===== src/rtl/ann_result_reader_pkg.sv =====
// ann_result_reader_pkg: shared sizes and FSM encoding for the ANN result reader
package ann_result_reader_pkg;
  localparam int DATA_W = 16;
  localparam int WORDS_PER_ROW = 4;
  localparam int ROWS = 4;
  localparam int ADDR_W = 2;
  localparam int ROW_W = DATA_W * WORDS_PER_ROW;
  localparam int WORD_W = $clog2(WORDS_PER_ROW);
  localparam logic [ADDR_W-1:0] LAST_ROW = ADDR_W'(ROWS - 1);
  localparam logic [WORD_W-1:0] LAST_WORD = WORD_W'(WORDS_PER_ROW - 1);
  typedef logic [WORDS_PER_ROW-1:0][DATA_W-1:0] row_t;
  typedef enum logic [1:0] {IDLE, FETCH, WAIT, SEND} state_t;
endpackage


===== src/rtl/ann_result_reader_if.sv =====
// ann_result_reader_if: result memory port B plus the outgoing activation stream
interface ann_result_reader_if;
  import ann_result_reader_pkg::*;
  logic a_enb;
  logic [ADDR_W-1:0] a_addrb;
  row_t a_doutb;
  logic [DATA_W-1:0] m_tdata;
  logic m_tvalid;
  logic m_tready;
  logic m_tlast;
  modport master (
    output a_enb, a_addrb, m_tdata, m_tvalid, m_tlast,
    input  a_doutb, m_tready
  );
  modport slave (
    input  a_enb, a_addrb, m_tdata, m_tvalid, m_tlast,
    output a_doutb, m_tready
  );
endinterface


===== src/rtl/ann_result_reader.sv =====
// ann_result_reader: drains ANN result memory row by row onto a one-word valid/ready stream
module ann_result_reader
  import ann_result_reader_pkg::*;
#(
  parameter int RD_LAT = 1
) (
  input  logic clk,
  input  logic rst,
  input  logic clr,
  input  logic done,
  output logic busy,
  output logic overrun,
  ann_result_reader_if.master bus
);
  localparam logic [1:0] LAT_LAST = 2'(RD_LAT - 1);
  state_t state_q, state_d;
  logic [ADDR_W-1:0] row_q, row_d;
  logic [WORD_W-1:0] word_q, word_d;
  logic [1:0] wait_q, wait_d;
  row_t row_reg_q, row_reg_d;
  logic overrun_q, overrun_d;
  logic hs;
  assign hs = (state_q == SEND) && bus.m_tready;
  always_comb begin
    state_d = state_q;
    row_d = row_q;
    word_d = word_q;
    wait_d = wait_q;
    row_reg_d = row_reg_q;
    overrun_d = done && (state_q != IDLE);
    case (state_q)
      IDLE: state_d = done ? FETCH : IDLE;
      FETCH: begin
        state_d = WAIT;
        wait_d = '0;
      end
      WAIT: begin
        wait_d = wait_q + 2'd1;
        if (wait_q == LAT_LAST) begin
          row_reg_d = bus.a_doutb;
          word_d = '0;
          state_d = SEND;
        end
      end
      SEND: begin
        if (hs && word_q != LAST_WORD) word_d = word_q + WORD_W'(1);
        else if (hs && row_q != LAST_ROW) begin
          row_d = row_q + ADDR_W'(1);
          state_d = FETCH;
        end else if (hs) begin
          row_d = '0;
          word_d = '0;
          state_d = IDLE;
        end
      end
      default: state_d = IDLE;
    endcase
  end
  // clr is a full abort: the stream drops without waiting for a handshake
  always_ff @(posedge clk) begin
    if (rst || clr) begin
      state_q <= IDLE;
      row_q <= '0;
      word_q <= '0;
      wait_q <= '0;
      row_reg_q <= '0;
      overrun_q <= 1'b0;
    end else begin
      state_q <= state_d;
      row_q <= row_d;
      word_q <= word_d;
      wait_q <= wait_d;
      row_reg_q <= row_reg_d;
      overrun_q <= overrun_d;
    end
  end
  assign busy = state_q != IDLE;
  assign overrun = overrun_q;
  assign bus.a_enb = state_q == FETCH;
  assign bus.a_addrb = (state_q == FETCH) ? row_q : '0;
  assign bus.m_tvalid = state_q == SEND;
  assign bus.m_tdata = (state_q == SEND) ? row_reg_q[word_q] : '0;
  assign bus.m_tlast = (state_q == SEND) && row_q == LAST_ROW && word_q == LAST_WORD;
endmodule


===== src/flat_wrapper.sv =====
// flat-port wrapper written by rule: the top's interface ports become plain ports
module ann_result_reader_flat import ann_result_reader_pkg::*;
#(
  parameter int RD_LAT = 1
)
  (clk, rst, clr, done, busy, overrun, bus_a_enb, bus_a_addrb, bus_m_tdata, bus_m_tvalid, bus_m_tlast, bus_a_doutb, bus_m_tready);
  ann_result_reader_if bus_i ();
  input  logic clk;
  input  logic rst;
  input  logic clr;
  input  logic done;
  output logic busy;
  output logic overrun;
  output wire logic [$bits(bus_i.a_enb)-1:0] bus_a_enb;
  output wire logic [$bits(bus_i.a_addrb)-1:0] bus_a_addrb;
  output wire logic [$bits(bus_i.m_tdata)-1:0] bus_m_tdata;
  output wire logic [$bits(bus_i.m_tvalid)-1:0] bus_m_tvalid;
  output wire logic [$bits(bus_i.m_tlast)-1:0] bus_m_tlast;
  input wire logic [$bits(bus_i.a_doutb)-1:0] bus_a_doutb;
  input wire logic [$bits(bus_i.m_tready)-1:0] bus_m_tready;
  assign bus_a_enb = bus_i.a_enb;
  assign bus_a_addrb = bus_i.a_addrb;
  assign bus_m_tdata = bus_i.m_tdata;
  assign bus_m_tvalid = bus_i.m_tvalid;
  assign bus_m_tlast = bus_i.m_tlast;
  assign bus_i.a_doutb = bus_a_doutb;
  assign bus_i.m_tready = bus_m_tready;
  ann_result_reader #(.RD_LAT(RD_LAT)) u_core (.clk(clk), .rst(rst), .clr(clr), .done(done), .busy(busy), .overrun(overrun), .bus(bus_i));
endmodule

===== config.mk =====
export PLATFORM = sky130hd
export DESIGN_NAME = ann_result_reader_flat
export DESIGN_NICKNAME = d
export VERILOG_FILES = /design/src/rtl/ann_result_reader_pkg.sv /design/src/rtl/ann_result_reader_if.sv /design/src/rtl/ann_result_reader.sv /design/src/flat_wrapper.sv
export SDC_FILE = /design/constraint.sdc
export NUM_CORES = 1
export LEC_CHECK = 0
export CAP_MARGIN = 10
export CORE_MARGIN = 1.5
export CORE_UTILIZATION = 30
export DETAILED_ROUTE_END_ITERATION = 10
export MAX_ROUTING_LAYER = met4
export PLACE_DENSITY = 0.58
export SLEW_MARGIN = 20
export SYNTH_ARGS = -nofsm -noshare
export SYNTH_HDL_FRONTEND = slang
export SYNTH_SLANG_ARGS = --single-unit

===== constraint.sdc =====
create_clock -name clk -period 2 [get_ports clk]
set_input_delay 0.4 -clock clk [delete_from_list [all_inputs] [get_ports clk]]
set_output_delay 0.4 -clock clk [all_outputs]
set_load 0.03 [all_outputs]

# Word level (Yosys, flattened, before mapping)
# Index checks and enable logic that the tools add are counted.
word_totals:
  register_bits: 73
  latch_bits: 0
  ram_bits: 0
  rom_bits: 0
  inputBits: 69
  output_inout_bits: 23
  word_cells: 59
  memories: 0
op_classes:
  addsub: 3
  n_mul: 0
  div_mod_pow: 0
  order_cmp: 1
  n_eq_ne: 12
  n_shift: 0
  n_mux: 16
  bitwise: 1
  n_reduce_logical: 17
ops:
  columns: ["op", "count"]
  rows:
  - ["$bmux 16 s2", 1]
  - ["$mux 16", 2]
  - ["$mux 2", 9]
  - ["$eq 2x2->1 const B", 4]
  - ["$pmux 2 s2", 2]
  - ["$pmux 2 s4", 1]
  - ["$reduce_bool 2->1", 4]
  - ["$add 2x1->2 const B", 3]
  - ["$logic_and 1x1->1", 6]
  - ["$ne 2x2->1 const B", 3]
  - ["$ne 3x1->1 const B", 2]
  - ["$reduce_and 3->1", 2]
  - ["$logic_not 2->1", 2]
  - ["$reduce_and 4->1", 1]
  - ["$lt 2x3->1 const B", 1]
  - ["$ne 3x2->1 const B", 1]
  - ["$eq 2x1->1 const B", 1]
  - ["$ne 2x1->1 const B", 1]
  - ["$reduce_and 2->1", 1]
  - ["$logic_or 1x1->1", 1]
  - ["$mux 1", 1]
  - ["$not 1->1", 1]

# Depth between registers and ports, before layout
depth:
  depth_word: 6
  depth_mapped: 7
  depth_no_buf: 6

# Worst setup path before layout
# Ideal clock, no wire load.
synth_path:
  path_kind: "reg-to-output"
  from: "register u_core.state_q[1]"
  to: "output port bus_m_tdata[10]"
  arrival_time_ps: 1483
  required_time_ps: 1600
  slack_ps: 117
  stages_incl_launch_ff: 5
  path_buffers: 2
  cell_sequence: "dfxtp_1 > ha_1 > buf_2 > clkbuf_1 > and2_1"
synth_via:
  elab_chain_cells: 2
synth_lines:
  columns: ["element", "line", "rtl"]
  rows:
  - ["start, declared", "ann_result_reader.sv:16", "state_t state_q, state_d;"]
  - ["start signal, assigned", "ann_result_reader.sv:69", "state_q <= state_d;"]
  - ["$eq 2x2->1", null, null]
  - ["net bus_m_tvalid", "flat_wrapper.sv:17", "output wire logic [$bits(bus_i.m_tvalid)-1:0] bus_m_tvalid;"]
  - ["$mux 16", "ann_result_reader.sv:82", "assign bus.m_tdata = (state_q == SEND) ? row_reg_q[word_q] : '0;"]
  - ["end, declared", "flat_wrapper.sv:16", "output wire logic [$bits(bus_i.m_tdata)-1:0] bus_m_tdata;"]
# The timed path passes the listed nets, and every way through them passes these cells.

# Worst setup path in the final report
layout_path:
  from: "register u_core.word_q[0]"
  to: "output port bus_m_tdata[6]"
layout_via:
  elab_chain_cells: 3
layout_lines:
  columns: ["element", "line", "rtl"]
  rows:
  - ["start, declared", "ann_result_reader.sv:18", "logic [WORD_W-1:0] word_q, word_d;"]
  - ["start signal, assigned", "ann_result_reader.sv:71", "word_q <= word_d;"]
  - ["$bmux 16 s2", "ann_result_reader.sv:82", null]
  - ["$mux 16 (not written as such)", "ann_result_reader.sv:82", null]
  - ["$mux 16", "ann_result_reader.sv:82", null]
# No other way between the ends. The select of a mux whose other input is x is not followed.

==> flow_results.org <==
** Clock network
- Counting every sink on the clock net gives 73.
- After clock tree synthesis, the clock-pin slew on the worst setup and hold paths is ~0.070 ns.
- Clock tree synthesis selected as its root buffer the cell clkbuf_8.
- CTS built an H-tree with a depth of 3.
- TritonCTS built the clock tree.
- Later-pin clock latency in the skew report :: between 0.3 and 0.4 ns
- The number of clock buffers added by TritonCTS is 9.
- Hold-fix buffer count after cts :: 0
- Largest buffer count on any clock path :: 2

** Global routing
- Wire length of the first global-routing pass :: roughly 14000 µm
- Maximum number of pins on one net before global-route repair :: 41
- Number of antenna violations at the first check in global routing :: 1
- Most used routing layer in global routing :: met2
- For this run, the total global-route usage over all layers was measured as 0.162.
- Fraction of met3 tracks used by global routing :: 0.0313
- Met2 global-route usage :: 0.243
- The total overflow left after global routing is 0.
- The number of global-route vias before repair came to ~2800.
- Met1 Track Usage GR :: 0.218

** Routing
- Average routed wire per standard cell :: roughly 14 µm
- First-pass iteration count of the detailed router :: 4
- Dividing the detail-routed via count by the number of cells gives between 4 and 5.
- DRC viols :: 0
- Iteration-0 DRC count of the detailed router :: 128
- Vias after detailed routing :: 2880
- WL final :: approximately 8600 µm
- Once detail routing completed, the nets flagged for antenna violations numbered 0.

** Pwr
- The share of total power dissipated in sequential elements is 0.476.
- Across the VDD grid, the largest voltage drop is around 0.29 mV.
- Clock share of power :: 0.443
- Int Power :: ~2400 µW
- Of the total power, the share spent switching nets is 0.207.
- Combinational Power Share :: 0.081
- Net Sw Power :: around 640 µW
- Static leakage :: between 0.0015 and 0.002 µW
- Power per standard cell area :: 656 mW/mm²

** Setup path
- Critical-path cell list :: buf_12 > buf_6 > mux4_2 > and2_4 > buf_6
- Maximum fanout count along the critical path :: 6
- STA classifies the critical path startpoint as a flip-flop.
- Critical path type :: flip-flop to output pin
- Slowest CP cell :: mux4_2
- Worst endpoint data arrival time :: between 1.5 and 2 ns
- STA classifies the critical path endpoint as an output pin.
- Total buffers and inverters traversed by the critical path :: 3
- Broken down by cell family, the worst path's largest delay share belongs to multiplexers.
- Most numerous cell on the critical path :: buf_6
- In this design, the stage delay of the slowest critical-path cell is between 0.4 and 0.5 ns.
- At the worst endpoint, the required time is roughly 1.6 ns.

** Job
- Max_cap viols :: 0

** Timing
- Of the available clock period, the critical path in the final layout requires 1.05.
- Worst relative slew slack :: 0.713
- Setup repair after global routing could not meet its margin everywhere.
- For the final database, setup skew stands at slightly above 0.009 ns.
- The number of failing hold endpoints at the final stage came to 0.
- Setup violations remaining at the end of the flow were counted as 16.
- Static timing analysis puts the maximum clock frequency at about 0.47 GHz.
- Hold timing on the final database bottoms out at a slack of 0.456 ns.
- Count of final max-slew check failures :: 0
- Time the final worst path needs with I/O delays and setup :: around 2.1 ns
- Setup slack on the critical path of the routed design comes to -0.109 ns.
- At the pin with the least slew margin, the transition time is ~0.43 ns.

** Placement
- Detailed Place HPWL :: a little over 6000 µm
- Input and output buffers added on the ports amount to just over 90.
- The congestion estimate from routability-driven global placement came to approximately 0.82.
- Cell Count Post-Placement :: 595
- Summing all placed instances gives a cell area of approximately 0.0043 mm².

** Final layout
- Once layout is done, the placed cells without fillers occupy roughly 0.0047 mm².
- Share of post-route cells with drive strength above 1 :: 0.199
- Synth-to-layout area growth :: 46.2%
- Most frequent cells in the layout :: nand2_1, dfxtp_1, a21oi_1, clkdlybuf4s50_1
- For this run, the number of standard cells in the final layout without fillers is 620.
- The net count of the finished layout is roughly 550.
- Most common cell after layout, fill and taps aside :: nand2_1

** Floorplanning
- Number of top-level pins :: slightly above 90
- Die H :: 106 µm
- FP Rows :: 37
- The die is ~110 µm wide.
- Core Footprint :: 0.0104 mm²
- Area of the die :: roughly 0.011 mm²
- The initial utilization of the core area, before any placement, comes to 0.310.

** Hold path
- The min-delay analysis places its worst path in the category flip-flop to flip-flop.

** Logic synthesis
- Counting every instance in the synthesized netlist gives 377.
- Yosys warning total :: 0
- Total of flip-flops plus latches after synthesis :: 73
- The mapped netlist covers about 0.0032 mm².
- Number of distinct library cells after synthesis :: 29
- Part of the Yosys area used for sequential elements :: 0.455
- Total nets after synthesis :: roughly 450
- Syn Area/Cell :: 8.52 µm²

** Status
- The checks that failed: setup timing.
- The run finished, with violations left.
## power by group through the flow
stage	clock network, µW	registers (µW)	logic (µW)
CTS	1390	1470	252
global route	1470	1470	272
detailed placement	0	1500	251
floorplan	0	1500	80.7
global placement	0	1500	252
finish	1370	1470	249
## cell type report
| cell class | instances | area [µm²] |
|---|---|---|
| Antenna cell | 1 | 2.50 |
| Clock buffer | 11 | 131 |
| Clock inverter | 5 | 104 |
| Fill cell | 1048 | 5670 |
| Inverter | 5 | 18.8 |
| Multi-Input combinational cell | 272 | 1630 |
| Sequential cell | 73 | 1470 |
| Tap cell | 136 | 170 |
| Timing Repair Buffer | 117 | 1180 |
## metal layers
metal	share of wire	vias to the layer above	wire, µm
li1	-	1462	-
met1	0.48	1326	4120
met2	0.45	79	3830
met3	0.054	13	465
met4	0.021	0	177
met5	0	-	0
## logic make-up after synthesis
group,count (synthesis),synth area share
AO/OA/AOI/OAI,78,0.129
adder cells (fa/ha/maj),7,0.0273
buffers and inverters,32,0.0510
flip-flops,73,0.455
multiplexers,17,0.115
AND/OR/NAND/NOR,170,0.223
## worst min-delay path: cells and delay by family, from the launching register on
family          cells  cell delay, ns
flops               1            0.31
compound gates      1            0.05
simple gates        1            0.05
## synthesized netlist by cell type
master     number  area share
nand2_1       132        0.15
dfxtp_1        73        0.45
a21oi_1        69        0.11
and2_1         19       0.037
mux4_2         16        0.11
clkbuf_1       14       0.016
buf_2          10       0.016
ha_1            7       0.027
inv_1           5      0.0058
nor2_1          5      0.0058
nand2b_1        3      0.0058
nand3_1         3      0.0047
and3_1          2      0.0039
buf_6           2      0.0070
o211ai_1        2      0.0047
o31ai_1         2      0.0047
a21boi_1        1      0.0023
buf_12          1      0.0062
mux2i_1         1      0.0031
nor2b_1         1      0.0019
nor3_1          1      0.0016
nor3b_1         1      0.0023
o2111ai_1       1      0.0027
o21ai_0         1      0.0016
o21bai_1        1      0.0023
o41ai_1         1      0.0027
or2_0           1      0.0019
or2_1           1      0.0019
or3_1           1      0.0019
## state kept, by name, summed over array words and instances (netlist names)
| name | flops |
|---|---|
| u_core.overrun | 1 |
| u_core.row_q | 2 |
| u_core.row_reg_q | 64 |
| u_core.state_q | 2 |
| u_core.wait_q | 2 |
| u_core.word_q | 2 |
## path summary, 6_finish.rpt
check / from / to / slack, ns / depth (start not counted)
worst max-delay path: u_core.word_q[0] / bus_m_tdata[6] / -0.11 / 5
worst min-delay path: u_core.row_reg_q[60] / u_core.row_reg_q[60] / 0.46 / 2
worst max register to register: u_core.state_q[1] / u_core.word_q[0] / 0.30 / 6
worst min register to register: u_core.row_reg_q[60] / u_core.row_reg_q[60] / 0.46 / 2
## stage by stage
stage	setup slack (ns)	TNS, ns	util	power, µW
global route	-0.166	-2.17	0.453	3210
finish	-0.109	-1.12	0.453	3080
CTS	-0.207	-1.72	0.452	3110
floorplan	0.117	0	-	1580
detailed placement	-0.258	-3.60	0.418	1750
global placement	-0.226	-3.12	0.418	1750
## repair_timing
item / CTS / global route
setup endpoints to repair: 20 / 29
resized for setup: 124 / 15
gates cloned: 1 / 0
buffers inserted: 4 / 4
pin swaps: 5 / 6
No activity file was read; power rests on OpenSTA's default activity.
